## config.mk

```make
export PLATFORM = sky130hd
export DESIGN_NAME = buyruk_yukleyici
export DESIGN_NICKNAME = d
export VERILOG_FILES = /design/src/rtl/buyruk_yukleyici.sv
export SDC_FILE = /design/constraint.sdc
export NUM_CORES = 1
export LEC_CHECK = 0
export ABC_AREA = 1
export CAP_MARGIN = 5
export CORE_UTILIZATION = 43
export CTS_BUF_LIST = sky130_fd_sc_hd__clkbuf_16
export CTS_CLUSTER_SIZE = 20
export DETAILED_ROUTE_END_ITERATION = 16
export PLACE_DENSITY_LB_ADDON = 0.12
export SYNTH_ARGS = -nofsm -noshare
export SYNTH_HDL_FRONTEND = slang
export SYNTH_SLANG_ARGS = --single-unit
```

## constraint.sdc

```tcl
create_clock -name clk -period 2 [get_ports clk]
set_input_delay 0.4 -clock clk [delete_from_list [all_inputs] [get_ports clk]]
set_output_delay 0.4 -clock clk [all_outputs]
set_load 0.03 [all_outputs]
```

## src/rtl/buyruk_yukleyici.sv

```systemverilog
// Instruction loader: streams words into instruction memory, then releases the core from reset.
// Optional macro YUKLEYICI_SAGLAMA_EN adds a running-sum check against beklenen_toplam.
module buyruk_yukleyici #(
  parameter int unsigned VERI_W   = 32,
  parameter int unsigned DERINLIK = 64,
  localparam int unsigned ADRES_W = $clog2(DERINLIK)
) (
  input  logic               clk,
  input  logic               rst,
  input  logic               yukle_basla,
  input  logic               giris_gecerli,
  input  logic [VERI_W-1:0]  giris_veri,
  input  logic               giris_son,
`ifdef YUKLEYICI_SAGLAMA_EN
  input  logic [VERI_W-1:0]  beklenen_toplam,
`endif
  output logic               giris_hazir,
  output logic               bb_yaz_en,
  output logic [ADRES_W-1:0] bb_adres,
  output logic [VERI_W-1:0]  bb_veri,
  output logic               cekirdek_rst,
  output logic               yukleme_bitti,
  output logic [ADRES_W:0]   sayac,
  output logic               hata
);

  localparam logic [ADRES_W:0] SonAdres = (ADRES_W + 1)'(DERINLIK - 1);
  localparam logic [ADRES_W:0] TamSayi  = (ADRES_W + 1)'(DERINLIK);

  typedef enum logic [2:0] {
    StBos,
    StYukle,
    StBitir,
    StCalis,
    StHata
  } durum_e;

  durum_e               durum_q, durum_d;
  logic [ADRES_W:0]     sayac_q, sayac_d;
  logic                 yaz_q, yaz_d;
  logic [ADRES_W-1:0]   adres_q, adres_d;
  logic [VERI_W-1:0]    veri_q, veri_d;
  logic                 aktarim;
  logic                 saglama_tamam;

  // A restart pulse masks ready so a word offered in that cycle is never written.
  assign giris_hazir = (durum_q == StYukle) && !yukle_basla;
  assign aktarim     = giris_gecerli && giris_hazir;

`ifdef YUKLEYICI_SAGLAMA_EN
  logic [VERI_W-1:0] toplam_q, toplam_d;

  always_comb begin
    toplam_d = toplam_q;
    if (yukle_basla) begin
      toplam_d = '0;
    end else if (aktarim) begin
      toplam_d = toplam_q + giris_veri;
    end
  end

  always_ff @(posedge clk or posedge rst) begin
    if (rst) begin
      toplam_q <= '0;
    end else begin
      toplam_q <= toplam_d;
    end
  end

  assign saglama_tamam = (toplam_q == beklenen_toplam);
`else
  assign saglama_tamam = 1'b1;
`endif

  always_comb begin
    durum_d = durum_q;
    sayac_d = sayac_q;
    if (yukle_basla) begin
      durum_d = StYukle;
      sayac_d = '0;
    end else begin
      unique case (durum_q)
        StYukle: begin
          if (aktarim) begin
            if (sayac_q != TamSayi) begin
              sayac_d = sayac_q + 1'b1;
            end
            if (giris_son) begin
              durum_d = StBitir;
            end else if (sayac_q == SonAdres) begin
              durum_d = StHata;
            end
          end
        end
        StBitir: durum_d = saglama_tamam ? StCalis : StHata;
        StBos, StCalis, StHata: ;
        default: durum_d = StBos;
      endcase
    end
  end

  always_comb begin
    yaz_d   = aktarim;
    adres_d = adres_q;
    veri_d  = veri_q;
    if (aktarim) begin
      adres_d = sayac_q[ADRES_W-1:0];
      veri_d  = giris_veri;
    end
  end

  always_ff @(posedge clk or posedge rst) begin
    if (rst) begin
      durum_q <= StBos;
      sayac_q <= '0;
      yaz_q   <= 1'b0;
      adres_q <= '0;
      veri_q  <= '0;
    end else begin
      durum_q <= durum_d;
      sayac_q <= sayac_d;
      yaz_q   <= yaz_d;
      adres_q <= adres_d;
      veri_q  <= veri_d;
    end
  end

  assign bb_yaz_en     = yaz_q;
  assign bb_adres      = adres_q;
  assign bb_veri       = veri_q;
  assign sayac         = sayac_q;
  assign cekirdek_rst  = (durum_q != StCalis);
  assign yukleme_bitti = (durum_q == StCalis);
  assign hata          = (durum_q == StHata);

endmodule
```

# Word level (Yosys, flattened, before mapping)
# Index checks and enable logic that the tools add are counted.
[classes] n_reduce_logical=10 eq_ne=10 n_mux=9 addsub=1
[ops] cell="$mux 7" count=4
[ops] cell="$mux 3" count=4
[ops] cell="$pmux 3 s3" count=1
[ops] cell="$add 7x1->7 const B" count=1
[ops] cell="$eq 7x6->1 const B" count=1
[ops] cell="$ne 7x7->1 const B" count=1
[ops] cell="$eq 3x2->1 const B" count=2
[ops] cell="$reduce_and 3->1" count=2
[ops] cell="$reduce_bool 2->1" count=3
[ops] cell="$ne 4x3->1 const B" count=1
[ops] cell="$eq 3x1->1 const B" count=1
[ops] cell="$eq 3x3->1 const B" count=1
[ops] cell="$logic_not 3->1" count=1
[ops] cell="$ne 3x2->1 const B" count=1
[ops] cell="$ne 3x3->1 const B" count=1
[ops] cell="$reduce_or 3->1" count=1
[ops] cell="$logic_and 1x1->1" count=2
[ops] cell="$ne 2x2->1 const B" count=1
[ops] cell="$logic_not 1->1" count=1
[totals] elab_cells=35 ff_bits=49

# Longest topological paths before layout
[depth] word_depth=6 mapped_depth=8 mapped_depth_nobuf=8

# Least setup slack after synthesis
# Ideal clock, no wire load.
[synth_timing] kind="register to output" startpoint="register durum_q[2]" endpoint="output port yukleme_bitti" setup_slack_ns=0.506 stages_incl_launch_ff=4 arrival_ns=1.094 path_buffers=0 cell_sequence="dfrtp_1 -> inv_1 -> nand3_1 -> inv_1"
[synth_between] elab_chain_cells=1
[synth_lines] item="start: declaration" line_no="38" text="durum_e durum_q, durum_d;"
[synth_lines] item="start signal: assignment" line_no="114" text="durum_q <= StBos;"
[synth_lines] item="start signal: assignment" line_no="120" text="durum_q <= durum_d;"
[synth_lines] item="$eq 3x2->1" line_no="133" text="assign yukleme_bitti = (durum_q == StCalis);"
[synth_lines] item="end: declaration" line_no="22" text="output logic yukleme_bitti,"
# No other way between the ends.

# Final worst setup path
[layout_timing] startpoint="register sayac_q[2], in the netlist sayac[2]" endpoint="output port sayac[2]"
[layout_rtl] item="start: declaration" line_no="39" text="logic [ADRES_W:0] sayac_q, sayac_d;"
[layout_rtl] item="start signal: assignment" line_no="121" text="sayac_q <= sayac_d;"
[layout_rtl] item="end: declaration" line_no="23" text="output logic [ADRES_W:0] sayac,"
# No word-level cell between the ends.

==> Implementation_results.wiki <==
{| class="wikitable"
! Metric !! Value
|-
| Outcome || finished, final reports clean
|-
| Max-capacitance violation count || 0
|-
| Antenna cells || 0
|-
| Buf/Inv on CP || 1
|-
| Worst relative slew slack || 77.7%
|-
| Crit path max-delay cell type || sky130_fd_sc_hd__clkdlybuf4s50_1
|-
| Largest net degree at the start of global routing || 50
|-
| Standard cell area after detailed placement || 3110 um2
|-
| Category of cells accounting for the largest share of critical-path delay || buffers and inverters
|-
| Part of the Yosys area used for sequential elements || 57.2%
|-
| Final-report max-slew violation count || 0
|-
| Register-to-Register Setup Slack || between 0.5 and 0.6 ns
|-
| Setup-failing EPs final || 0
|-
| Dpl cells || 408
|-
| Post-Syn Area per Cell || 8.31 um2
|-
| Final critical-path required period || 1.87 ns
|-
| Measured slew at the worst slew-check pin || 0.333 ns
|-
| Number of placement rows || 25
|-
| Overflow left after global routing || 0
|-
| Routability Congestion || approximately 0.84
|-
| Quantity of I/O buffers inserted on ports || 86
|-
| Layout cells sized above 1 || 7.16%
|-
| Reg2reg start || sayac[1]
|-
| Worst Hold Class || in2async
|-
| Area growth from synthesis to layout || 53.7%
|-
| Post-route cell area || between 3000 and 4000 um2
|-
| Via-to-Cell Ratio || roughly 4.6
|-
| Total length of routed wires || 4890 um
|-
| Max VDD drop || 664 uV
|-
| Average routed wire per standard cell || 11.8 um
|-
| Clk sinks || 49
|-
| Number of vias after detailed routing || 1,914
|-
| Required arrival time at the worst endpoint || 1.60 ns
|-
| Final worst setup slack || 0.127 ns
|-
| Setup repair bufs after CTS || 0
|-
| Total Negative Setup Slacks || 0 ns
|-
| Htree depth || 2
|-
| Final period utilization || 93.6%
|-
| Crit path DAT || 1.47 ns
|-
| Class of the most critical setup path || reg2out
|-
| Starting density of the core || approximately 45%
|-
| Element type at the critical path end || output port
|-
| Largest stage delay on the critical path || a little over 0.7 ns
|-
| Number of register bits inferred by synthesis || 49
|-
| Setup repair after global routing missed its margin || false
|-
| Number of cells produced by synthesis || ~260
|-
| Ratio of total power to cell area || 1440 nW/um2
|-
| Number of hold-slack violations in the final timing report || 0
|-
| Area of the die || approximately 5300 um2
|-
| R2r endpoint || durum_q[2]
|-
| Max Root-Sink Buffers || 2
|-
| Number of iterations in the first detailed-routing pass || 4
|-
| CTS tree || built
|-
| Largest clock skew in the final design || roughly 0.0023 ns
|-
| Initial antenna violation count || 0
|-
| Die width || 72.6 um
|-
| Syn nets || between 200 and 300
|-
| Std-Cell Core Area || 4750 um2
|-
| Number of library cell types mapped by synthesis || 18
|-
| Timing startpoint of the critical path || sayac[2]
|-
| Wire length of the first global-routing pass || just under 8000 um
|-
| Number of ports placed on the die boundary || 87
|-
| Cell depth of the worst flop-to-flop path || 6
|-
| Clock insertion delay at the later pin of the skew report || 0.28 ns
|-
| Die span in y || 72.6 um
|-
| Remaining number of nets flagged by the antenna check after routing || 0
|-
| Post-Place Setup Slack || a little over 0.2 ns
|-
| CTS root buffer || sky130_fd_sc_hd__clkbuf_16
|-
| LEAKAGE || 1.66 nW
|-
| Fmax achieved || 534 MHz
|-
| Global-route usage over all layers || between 10% and 20%
|-
| Count of non-filler cells in the finished layout || 416
|-
| Detailed placer's ending HPWL || ~3500 um
|-
| Clock transition at path regs || 0.06 ns
|-
| Final #Nets || 387
|-
| Area of the mapped netlist || approximately 2100 um2
|-
| Critical path peak fanout || 8
|-
| Number of buffers created by CTS || 5
|-
| Fill cells || 406
|-
| Syn. warnings || 0
|-
| Critical Path Source Type || register
|-
| Critical Path, Cell by Cell || clkdlybuf4s50_1
|-
| Post-route DRC || 0
|-
| Via count of the first global-routing pass || 1,700
|-
| Violation count after the first detailed-route iteration || 134
|}
## layout by cell type, fill, tap and decap left out
cell type	instances
sky130_fd_sc_hd__dlymetal6s2s_1	1
sky130_fd_sc_hd__dlygate4sd2_1	2
sky130_fd_sc_hd__nand4_1	2
sky130_fd_sc_hd__clkinv_2	1
sky130_fd_sc_hd__buf_4	6
sky130_fd_sc_hd__nand3_1	11
sky130_fd_sc_hd__clkbuf_16	5
sky130_fd_sc_hd__bufinv_16	2
sky130_fd_sc_hd__o21ai_0	5
sky130_fd_sc_hd__nor2_4	4
sky130_fd_sc_hd__nor2_2	1
sky130_fd_sc_hd__clkdlybuf4s50_1	82
sky130_fd_sc_hd__dfrtp_1	49
sky130_fd_sc_hd__o22ai_1	1
sky130_fd_sc_hd__nor2_1	8
sky130_fd_sc_hd__o21ai_1	3
sky130_fd_sc_hd__buf_12	2
sky130_fd_sc_hd__ha_1	2
sky130_fd_sc_hd__xor2_1	3
sky130_fd_sc_hd__inv_2	3
sky130_fd_sc_hd__inv_1	14
sky130_fd_sc_hd__nand2_1	140
sky130_fd_sc_hd__nand3_4	1
sky130_fd_sc_hd__nand3b_1	1
## power by group
group          switching (mW)  internal (mW)  leakage, nW
registers               0.206           1.34        0.630
clock network           0.334          0.713       0.0938
logic                    1.27          0.870        0.937
## worst reg2reg max path: stages, from the launching register on
cell                      delay (ns)
sky130_fd_sc_hd__dfrtp_1        0.43
sky130_fd_sc_hd__ha_1           0.24
sky130_fd_sc_hd__nand3_1        0.13
sky130_fd_sc_hd__nor2_1         0.16
sky130_fd_sc_hd__nor2_1         0.09
sky130_fd_sc_hd__o21ai_0        0.19
sky130_fd_sc_hd__nand2_1        0.07
## Yosys cell counts, drive strengths merged
master	n	area, um2
buf	10	57.6
nand3	12	72.6
ha	2	25.0
dfrtp	49	1230
nand3b	1	7.51
nand4	2	12.5
nand2	140	526
nor2	13	81.3
xor2	3	26.3
inv	17	63.8
o22ai	1	6.26
o21ai	8	40.0
## worst max path at each step
| stage | to | cells after the start |
|---|---|---|
| 6_report | sayac[2] | 1 |
| 4_1_cts | cekirdek_rst | 2 |
| 3_5_place_dp | durum_q[2] | 7 |
| 3_3_place_gp | yukleme_bitti | 4 |
| 5_1_grt | sayac[2] | 1 |
| 2_1_floorplan | bb_adres[0] | 1 |
## kinds of logic after synthesis
family,synth area share [%]
buffers and inverters,5.66
adder cells (fa/ha/maj),1.17
AND/OR/NAND/NOR,32.6
XOR/XNOR,1.23
AO/OA/AOI/OAI,2.16
flip-flops,57.2
## metrics by stage
stage / total power [mW] / util [%] / hold slack, ns
after floorplan: 2.79 / - / 0.509
after global placement: 3.69 / 65.3 / 0.460
after detailed placement: 3.73 / 65.3 / 0.464
after CTS: 4.80 / 69.3 / 0.481
after global routing: 4.99 / 69.3 / 0.494
final: 4.74 / 69.3 / 0.472
## registers in the layout (all words and copies together), names as in the netlist
signal	count
sayac	7
bb_veri	32
bb_adres	6
bb_yaz_en	1
durum_q	3
## timing repair
item	in CTS	in global routing
endpoints found under the setup margin	2	1
hold buffers	0	0
resized for setup	2	1
## final cells by class
| type | count | area, um2 | area share (%) |
|---|---|---|---|
| Clock buffer | 5 | 125 | 3.80 |
| Clock inverter | 3 | 65.1 | 1.97 |
| Inverter | 17 | 63.8 | 1.94 |
| Multi-Input combinational cell | 182 | 797 | 24.2 |
| Sequential cell | 49 | 1230 | 37.2 |
| Tap cell | 67 | 83.8 | 2.54 |
| Timing Repair Buffer | 93 | 936 | 28.4 |
## per-layer routing
metal | wire length (um) | vias to the layer above | GRT usage [%]
met5 | 0 | - | 0
li1 | - | 966 | -
met1 | 2090 | 881 | 24.6
met4 | 27 | 0 | 5.23
met2 | 2410 | 65 | 32.1
met3 | 363 | 2 | 4.14
Power figures use the tool's default switching activity.
